===== config.mk =====
export PLATFORM = sky130hd
export DESIGN_NAME = stream_demux
export DESIGN_NICKNAME = d
export VERILOG_FILES = /design/src/rtl/stream_demux.sv
export SDC_FILE = /design/constraint.sdc
export NUM_CORES = 1
export LEC_CHECK = 0
export ABC_AREA = 1
export CAP_MARGIN = 25
export CORE_ASPECT_RATIO = 0.9
export CORE_MARGIN = 1.5
export CORE_UTILIZATION = 45
export CTS_BUF_LIST = sky130_fd_sc_hd__clkbuf_4 sky130_fd_sc_hd__clkbuf_8
export CTS_CLUSTER_SIZE = 30
export DETAILED_ROUTE_END_ITERATION = 12
export HOLD_SLACK_MARGIN = 0.02
export PLACE_DENSITY = 0.82
export SYNTH_ARGS = -nofsm -noshare
export SYNTH_HDL_FRONTEND = slang
export SYNTH_SLANG_ARGS = --single-unit

===== constraint.sdc =====
create_clock -name clk -period 2.7 [get_ports clk]
set_input_delay 0.405 -clock clk [delete_from_list [all_inputs] [get_ports clk]]
set_output_delay 0.405 -clock clk [all_outputs]
set_load 0.02 [all_outputs]

===== src/rtl/stream_demux.sv =====
// Registered 1:N valid/ready demultiplexer with addressed, round-robin or broadcast routing.
// Each output channel is a one-entry register; in_ready is combinational from channel state.
module stream_demux #(
  parameter int N     = 4,
  parameter int WIDTH = 8,
  parameter int SEL_W = 2
) (
  input  logic               clk,
  input  logic               rst,
  input  logic [1:0]         mode,
  input  logic               in_valid,
  output logic               in_ready,
  input  logic [WIDTH-1:0]   in_data,
  input  logic [SEL_W-1:0]   in_sel,
  output logic [N-1:0]       out_valid,
  input  logic [N-1:0]       out_ready,
  output logic [N*WIDTH-1:0] out_data,
  output logic               err
);

  localparam logic [1:0] MODE_ADDR  = 2'b00;
  localparam logic [1:0] MODE_RR    = 2'b01;
  localparam logic [1:0] MODE_BCAST = 2'b10;

  logic [N-1:0]     free;
  logic [N-1:0]     target;
  logic [N-1:0]     load;
  logic [SEL_W-1:0] rr_ptr;
  logic             sel_ok;
  logic             drop;
  logic             accept;

  assign free   = ~out_valid | out_ready;
  assign sel_ok = int'(in_sel) < N;

  always_comb begin
    in_ready = 1'b0;
    target   = '0;
    drop     = 1'b0;
    case (mode)
      MODE_ADDR: begin
        if (sel_ok) begin
          in_ready       = free[in_sel];
          target[in_sel] = 1'b1;
        end else begin
          // Out-of-range address: swallow the beat so the producer never deadlocks.
          in_ready = 1'b1;
          drop     = 1'b1;
        end
      end
      MODE_RR: begin
        in_ready       = free[rr_ptr];
        target[rr_ptr] = 1'b1;
      end
      MODE_BCAST: begin
        in_ready = &free;
        target   = '1;
      end
      default: ;
    endcase
    if (rst) in_ready = 1'b0;
  end

  assign accept = in_valid & in_ready;
  assign load   = {N{accept}} & target;

  always_ff @(posedge clk or posedge rst) begin
    if (rst) begin
      out_valid <= '0;
      out_data  <= '0;
      rr_ptr    <= '0;
      err       <= 1'b0;
    end else begin
      err <= accept & drop;
      if (accept && mode == MODE_RR)
        rr_ptr <= (rr_ptr == SEL_W'(N - 1)) ? '0 : rr_ptr + 1'b1;
      for (int k = 0; k < N; k++) begin
        if (load[k]) begin
          out_valid[k]                 <= 1'b1;
          out_data[k*WIDTH +: WIDTH]   <= in_data;
        end else if (out_ready[k]) begin
          out_valid[k] <= 1'b0;
        end
      end
    end
  end

endmodule


Yosys cells after proc, flatten, opt, wreduce, memory -nomap -nowiden

Cells that the tools add are included.

Memories kept: 0
Bits in read-only memories: 0
Bits in registers: 38
RAM bits: 0
Latch bits: 0

Divide/modulo/power cells: 0
Shift operators: 0
Order comparisons: 4
Reduce and logical (&&, ||, !) cells: 9
Add/sub/neg operators: 1
Equality and inequality tests: 3
Multiplexer cells: 20
Multipliers: 0
Bitwise gates (word level): 4

Operators with widths:

| operator                                                                            | count |
|---|---|
| 1-bit 2-to-1 mux                                                                    | 13 |
| 4-bit case mux with 3 select lines                                                  | 1 |
| 2-bit nonzero test                                                                  | 4 |
| 2-bit by 3-bit < comparator with 1-bit output, second input constant                | 2 |
| 4-bit AND                                                                           | 1 |
| 1-bit binary-select mux with 2-bit select                                           | 2 |
| 1-bit demux with 2-bit select                                                       | 2 |
| 2-bit == test, second input constant                                                | 2 |
| 2-bit by 1-bit greater-or-equal comparator with 1-bit output, second input constant | 2 |
| 4-bit NOT                                                                           | 1 |
| 4-bit OR                                                                            | 1 |
| 4-bit AND reduction                                                                 | 1 |
| 1-bit logical AND                                                                   | 3 |
| 1-bit case mux with 3 select lines                                                  | 1 |
| 2-bit by 1-bit adder with 2-bit output, second input constant                       | 1 |
| 2-bit by 1-bit == test with 1-bit output, second input constant                     | 1 |
| 2-bit logical NOT                                                                   | 1 |
| 2-bit 2-to-1 mux                                                                    | 1 |
| 1-bit AND                                                                           | 1 |

Logic depth before layout (Yosys ltp)

Gate-level depths: netlist of run 1.

Depth in word-level cells: 9
Mapped depth: 10
Depth with buffers taken out: 10

Least setup slack after synthesis of run 1

OpenSTA, ideal clock, no wires.

Path type: input-to-output
Start: in rst
End: out in_ready
Buffers on the path: 0
Cell stages on the path: 3
Data required time: 2.295 ns
Data arrival time: 1.218 ns
Slack: 1.077 ns
Cells stage by stage: inv_2 > nand2_1 > inv_1

Longest elaborated chain between the ends: 1

RTL lines:

| element          | line | text |
|---|---|---|
| from (decl)      | 9    | `input logic rst,` |
| 1-bit 2-to-1 mux | 61   | `if (rst) in_ready = 1'b0;` |
| to (decl)        | 12   | `output logic in_ready,` |

No other way between the ends.

Worst setup path in the final report of run 1

Start: in in_sel[1]
End: out in_ready

Longest elaborated chain between the ends: 4

RTL lines:

| element                                   | line | text |
|---|---|---|
| from (decl)                               | 14   | `input logic [SEL_W-1:0] in_sel,` |
| 1-bit binary-select mux with 2-bit select | 43   | `in_ready = free[in_sel];` |
| 1-bit 2-to-1 mux (not written as such)    | 43   |  |
| 1-bit case mux with 3 select lines        | 40   | `case (mode)` |
| 1-bit 2-to-1 mux                          | 61   |  |

No other way between the ends. The select of a mux whose other input is x is not followed.

==> results by group, run 1 <==
Status
  • Status: complete, no violations

STA
  • Max Fclk: between 300 and 400 MHz
  • RSZ-0062 raised after global routing: false
  • Max_slew headroom: between 60 and 70%
  • Setup Total Neg Slack: 0 ps
  • Max-slew violations: 0
  • Hold Violations, Final: 0
  • Post-route clock period utilization: 93.5%
  • WHS: ~360 ps
  • Skew final: ~5.2 ps
  • Final setup viols: 0
  • Worst-margin pin slew: 492 ps
  • Period minus WS final: ~2500 ps

Global route
  • Initial antenna violation count: 0
  • Grt total ovfl: 0
  • Pin count of the biggest net entering global routing: 21
  • First-pass GRT wire length: 7450 um
  • Vias in the first global route: about 1600
  • GRT Overall Usage: between 20% and 30%

Synth
  • Most frequent cell after synthesis: nand2_1
  • Mapped Area: ~1800 um2
  • Largest family of logic cells by synthesized area: simple AND/OR/NAND/NOR gates
  • Xor-xnor portion of the synthesized cell area: 0%
  • Synth Instances: about 220
  • #FFs+latches synth: 38
  • Seq/Total Area, Yosys: 52.4%
  • Library cells used by synthesis: 18
  • Commonest cells post-synth: nand2_1 (130), dfrtp_1 (38), inv_1 (17), nand3_1 (6), nor2_1 (6)
  • Synth top area share: a little over half
  • Synth warn: 0
  • Simple-gate share of the synthesized area: between 30% and 40%
  • Synth async-reset ratio: 100%
  • Largest cells by area after synthesis: dfrtp_1 (52%), nand2_1 (27%), inv_1 (3.5%)
  • Adder-cell share of the synthesized area: under 10%
  • Dominant synthesized flop cell: dfrtp_1
  • Syn Area/Cell: just over 8 um2
  • Mux share of post-synthesis cell area: 0%
  • Synth Net Count: approximately 250
  • EDFF count, synth: 0
  • Post-synthesis compound-gate area fraction: around 2.3%
  • Yosys top cell by area: dfrtp_1

Critical path
  • CP max FO: 4
  • WS Path Type: input pin to output port
  • Worst R2R Path Depth: 11
  • Critical Path AT: between 2000 and 2500 ps
  • R2R Path End: out_data[13]$_DFFE_PP0P_
  • CP endpoint kind: output port
  • FF-to-FF Start: rr_ptr[0]$_DFFE_PP0P_
  • Critical Path RT: around 2300 ps
  • Worst setup SP type: input pin
  • Reg2reg setup slack: between 800 and 900 ps

Detailed routing
  • WL/cell: around 13 um
  • DR iter-0 viols: around 170
  • Drt via density: between 4 and 5
  • Via count: 1628
  • Post-DRT Antenna Nets: 0
  • Routed WL: between 4000 and 5000 um
  • Residual DRC: 0
  • Number of iterations in the first detailed-routing pass: 4

Die
  • Die Y: between 60 and 70 um
  • Starting density of the core: a little under half
  • DIE AREA: between 4000 and 5000 um2
  • Die X: ~70 um
  • Row count: 21
  • Io pins: between 50 and 60
  • Total core area: between 3000 and 4000 um2

Final layout
  • Ant. Diodes: 0
  • Nets@finish: 310
  • Synth-to-layout area growth: 39.8%
  • Layout cells sized above 1: under 10%

Placement
  • # port buffers: 55
  • Hpwl dp: roughly 3300 um
  • Routability cong.: just under 0.9

Min path
  • HP Class: input pin to asynchronous set/reset pin

CTS
  • Num Clock Sinks: 38
  • Post-CTS Setup Bufs: 0
  • Root Buffer: clkbuf_8
  • Clock transition at path regs: roughly 70 ps
  • TritonCTS Buffers: 5
  • Max H-tree Level: 2
  • Worst-Skew Late Latency: approximately 280 ps
  • Clk buf depth: 2
  • Post-cts resize count: 0
  • CTS tree: yes
  • CTS Hold Bufs: 0

Power and ir drop
  • Max IR drop VDD: 0.538 mV
  • Lkg Pwr: approximately 1.3 nW
  • Power Dens Cells: 945 nW/um2

Run
  • Max_cap viols: 0
-- final cells by class --
cell class                      instances  area, um2
Tap cell                               46       57.6
Clock inverter                          1       5.00
Clock buffer                            7       90.1
Timing Repair Buffer                   59        581
Inverter                               18       67.6
Fill cell                             317       1250
Multi-Input combinational cell        165        785
Sequential cell                        38        951
-- flip-flops by register name, summed over array words and instances, names as in the netlist --
register   flops
out_data      32
out_valid      4
rr_ptr         2
-- critical path: stages --
cell             delay (ps)
clkdlybuf4s50_1         510
inv_1                    50
nor2_1                  160
nand2_1                  80
nand2_1                 110
o21bai_4                 70
nand3_4                  60
nand2_1                  50
inv_1                    50
clkdlybuf4s50_1         590
-- how the worst max path moves through the flow --
| stage | start | endpoint | slack [ps] | cells past startpoint |
|---|---|---|---|---|
| after CTS | in_sel[1] | in_ready | 170 | 10 |
| after floorplan | rst | in_ready | 1080 | 3 |
| after global routing | in_sel[1] | in_ready | 40 | 10 |
| after detailed placement | in_sel[1] | in_ready | 170 | 10 |
| after global placement | in_sel[0] | in_ready | 200 | 10 |
| final | in_sel[1] | in_ready | 170 | 10 |
-- cell families (layout without fill, tap and decap cells) --
group                    Yosys count  after routing
AO/OA/AOI/OAI                      5              5
adder cells (fa/ha/maj)            4              4
buffers and inverters             20             85
flip-flops                        38             38
other                              1              1
AND/OR/NAND/NOR                  155            155
-- metal layers --
layer / vias to the layer above / wire length, um / track usage, %
met4: 0 / 46 / 6.49
li1: 814 / - / -
met5: - / 0 / 0
met1: 748 / 1980 / 30.7
met2: 62 / 2000 / 33.3
met3: 4 / 317 / 4.32
-- metrics by stage --
stage	std cells	power, mW	instance area [um2]	setup WS [ps]	util (%)
after global placement	326	1.98	2440	199	64.5
after CTS	334	2.41	2540	166	67.0
after global routing	334	2.55	2540	35.5	67.0
final	334	2.40	2540	175	67.0
after detailed placement	326	2.00	2440	171	64.5
after floorplan	223	1.47	1810	1080	-
-- cell usage in the layout, fill, tap and decap left out --
cell / netlist / layout
o21a_1: 1 / 1
nor2_1: 6 / 6
or2_1: 1 / 1
clkbuf_4: 0 / 1
inv_1: 17 / 17
conb_1: 1 / 1
nand3_1: 6 / 6
dfrtp_1: 38 / 38
buf_4: 1 / 4
o21ai_0: 3 / 3
clkdlybuf4s50_1: 0 / 55
clkinv_2: 0 / 1
clkbuf_8: 0 / 6
nand2_1: 130 / 130
o21bai_4: 1 / 1
nor2_4: 4 / 4
ha_1: 4 / 4
nand4_2: 4 / 4
nand4_1: 2 / 2
nand3_4: 2 / 2
inv_2: 1 / 1
-- report_power, final --
part,switching (mW),internal [mW]
Combinational,0.568,0.504
Sequential,0.137,0.782
Clock,0.188,0.216
Power figures use the tool's default switching activity.
==> inputs of run 2 (changes only) <==
CORE_UTILIZATION = 51   (was 45)
PLACE_DENSITY = 0.91   (was 0.82)
==> results by group, run 2 (same netlist as run 1, synthesis figures left out) <==
Status
  • Status: complete, no violations

Die
  • Io pins: 57 (unchanged)
  • Total core area: 3380 um2 (-11%)
  • Die X: 65.9 um (-5.8%)
  • Die Y: 59.6 um (-5.8%)
  • DIE AREA: 3920 um2 (-11%)
  • Starting density of the core: 53.7% (+5.8 points)
  • Row count: 20 (-4.8%)

STA
  • Period minus WS final: 2210 ps (-317 ps)
  • Max Fclk: 453 MHz (+14%)
  • Skew final: 5.82 ps (+0.645 ps)
  • Post-route clock period utilization: 81.8% (-12 points)
  • Worst Slack Setup Final: 491 ps (+317 ps)
  • Max-slew violations: 0 (unchanged)
  • Hold Violations, Final: 0 (unchanged)
  • RSZ-0062 raised after global routing: false
  • Setup Total Neg Slack: 0 ps (unchanged)
  • Final setup viols: 0 (unchanged)

Global route
  • Initial antenna violation count: 0 (unchanged)
  • Pin count of the biggest net entering global routing: 32 (+52%)
  • Vias in the first global route: 1647 (+3.6%)
  • GRT Overall Usage: 25.9% (+4.3 points)
  • Grt total ovfl: 0 (unchanged)
  • First-pass GRT wire length: 7420 um (-0.38%)

Final layout
  • Layout cells sized above 1: 7.69% (-0.64 points)
  • Design Area, Final: 2510 um2 (-0.94%)
  • Most common cell after layout, fill and taps aside: nand2_1
  • Ant. Diodes: 0 (unchanged)
  • Commonest cells after routing, fill and taps aside: nand2_1 (130), clkdlybuf4s50_1 (54), dfrtp_1 (38)
  • Share of the core filled with cells: 74.4% (+7.3 points)
  • Largest regs: out_data: 32 flops, out_valid: 4 flops, rr_ptr: 2 flops
  • Reg with most FFs: out_data
  • Synth-to-layout area growth: 38.5%
  • Max reg flops: 32 (unchanged)
  • Fillers: 249 (-21%)
  • Nets@finish: 309 (-0.32%)

Critical path
  • Critical Path Start: out_ready[1]
  • Worst setup SP type: input pin
  • R2R Path End: out_data[20]$_DFFE_PP0P_
  • CP endpoint kind: output port
  • WS Path Type: input pin to output port
  • Critical Path AT: 1800 ps (-320 ps)
  • Worst R2R Path Depth: 9 (-2)
  • Worst setup path endpoint: in_ready
  • Reg2reg setup slack: 860 ps (about the same)
  • FF-to-FF Start: rr_ptr[0]$_DFFE_PP0P_
  • CP max FO: 7 (+3)
  • Critical Path RT: 2300 ps (about the same)

CTS
  • Clock transition at path regs: 70 ps (about the same)
  • Max H-tree Level: 2 (unchanged)
  • Worst-Skew Late Latency: 290 ps (about the same)
  • Clk buf depth: 2 (unchanged)
  • CTS tree: yes
  • CTS Hold Bufs: 0 (unchanged)
  • Root Buffer: clkbuf_8
  • Num Clock Sinks: 38 (unchanged)
  • TritonCTS Buffers: 5 (unchanged)

Power and ir drop
  • Max IR drop VDD: 0.650 mV (+21%)
  • Pwr Total: 2.38 mW (-0.72%)
  • Lkg Pwr: 1.33 nW (+0.12%)
  • Power Dens Cells: 947 nW/um2 (+0.22%)

Detailed routing
  • Via count: 1694 (+4.1%)
  • DR iter-0 viols: 118 (-30%)
  • Number of iterations in the first detailed-routing pass: 4 (unchanged)
  • Post-DRT Antenna Nets: 0 (unchanged)
  • Drt via density: 5.13 (+5.3%)
  • Residual DRC: 0 (unchanged)
  • Routed WL: 4530 um (+4.3%)
  • WL/cell: 13.7 um (+5.6%)

Placement
  • DP Area: 2430 um2 (-0.41%)
  • Hpwl dp: 3280 um (+0.59%)
  • # port buffers: 55 (unchanged)
  • Pre-CTS WS: 122 ps (-48.5 ps)
  • Routability cong.: 0.913 (+2.6%)

Min path
  • HP Class: register to register

Run
  • Max_cap viols: 0 (unchanged)
[run 2: routing by layer]
layer / track usage [%] / up-vias / routed length [um]
met3: 8.17 / 4 / 359
met5: 0 / - / 0
met1: 36.6 / 816 / 2030
met2: 38.8 / 72 / 2120
met4: 6.85 / 0 / 25
li1: - / 802 / -
[run 2: how the worst min path moves through the flow]
stage	start	endpoint	slack, ps	depth (start not counted)
3_3_place_gp	out_data[28]$_DFFE_PP0P_	out_data[28]$_DFFE_PP0P_	460	2
4_1_cts	out_data[12]$_DFFE_PP0P_	out_data[12]$_DFFE_PP0P_	480	2
6_report	out_data[27]$_DFFE_PP0P_	out_data[27]$_DFFE_PP0P_	480	2
3_5_place_dp	out_data[23]$_DFFE_PP0P_	out_data[23]$_DFFE_PP0P_	470	2
5_1_grt	out_data[10]$_DFFE_PP0P_	out_data[10]$_DFFE_PP0P_	500	2
2_1_floorplan	rst	out_data[0]$_DFFE_PP0P_	440	1
[run 2: stage by stage]
stage | std cells | hold slack, ps
after floorplan | 223 | 436
after global placement | 323 | 464
after detailed placement | 323 | 467
after CTS | 330 | 484
after global routing | 330 | 500
final | 330 | 481
[run 2: critical path, stage by stage]
cell and delay (ps):
clkdlybuf4s50_1 450, inv_1 40, nand2_1 130, nand2_1 80, inv_1 50, nand4_1 130
nand3_4 190, nand2_1 60, inv_1 50, dlymetal6s2s_1 210
[run 2: power breakdown]
| part | total (mW) | internal (mW) | switching [mW] |
|---|---|---|---|
| registers | 0.928 | 0.782 | 0.145 |
| logic | 1.08 | 0.500 | 0.580 |
| clock network | 0.371 | 0.173 | 0.197 |
[run 2: area by class of cell]
cell class | instances | area (um2) | area share, %
tap | 44 | 55.1 | 2.19
clock inverter | 2 | 10.0 | 0.398
timing repair buffer | 58 | 576 | 22.9
inverter | 18 | 67.6 | 2.69
sequential | 38 | 951 | 37.8
multi-input combinational | 165 | 785 | 31.2
clock buffer | 5 | 68.8 | 2.74
[run 2: timing repair]
| item | CTS | global route |
|---|---|---|
| endpoints found under the setup margin | 0 | 1 |
| buffers inserted | 0 | 0 |
| hold endpoints to repair | 0 | 0 |
| resized for setup | 0 | 1 |
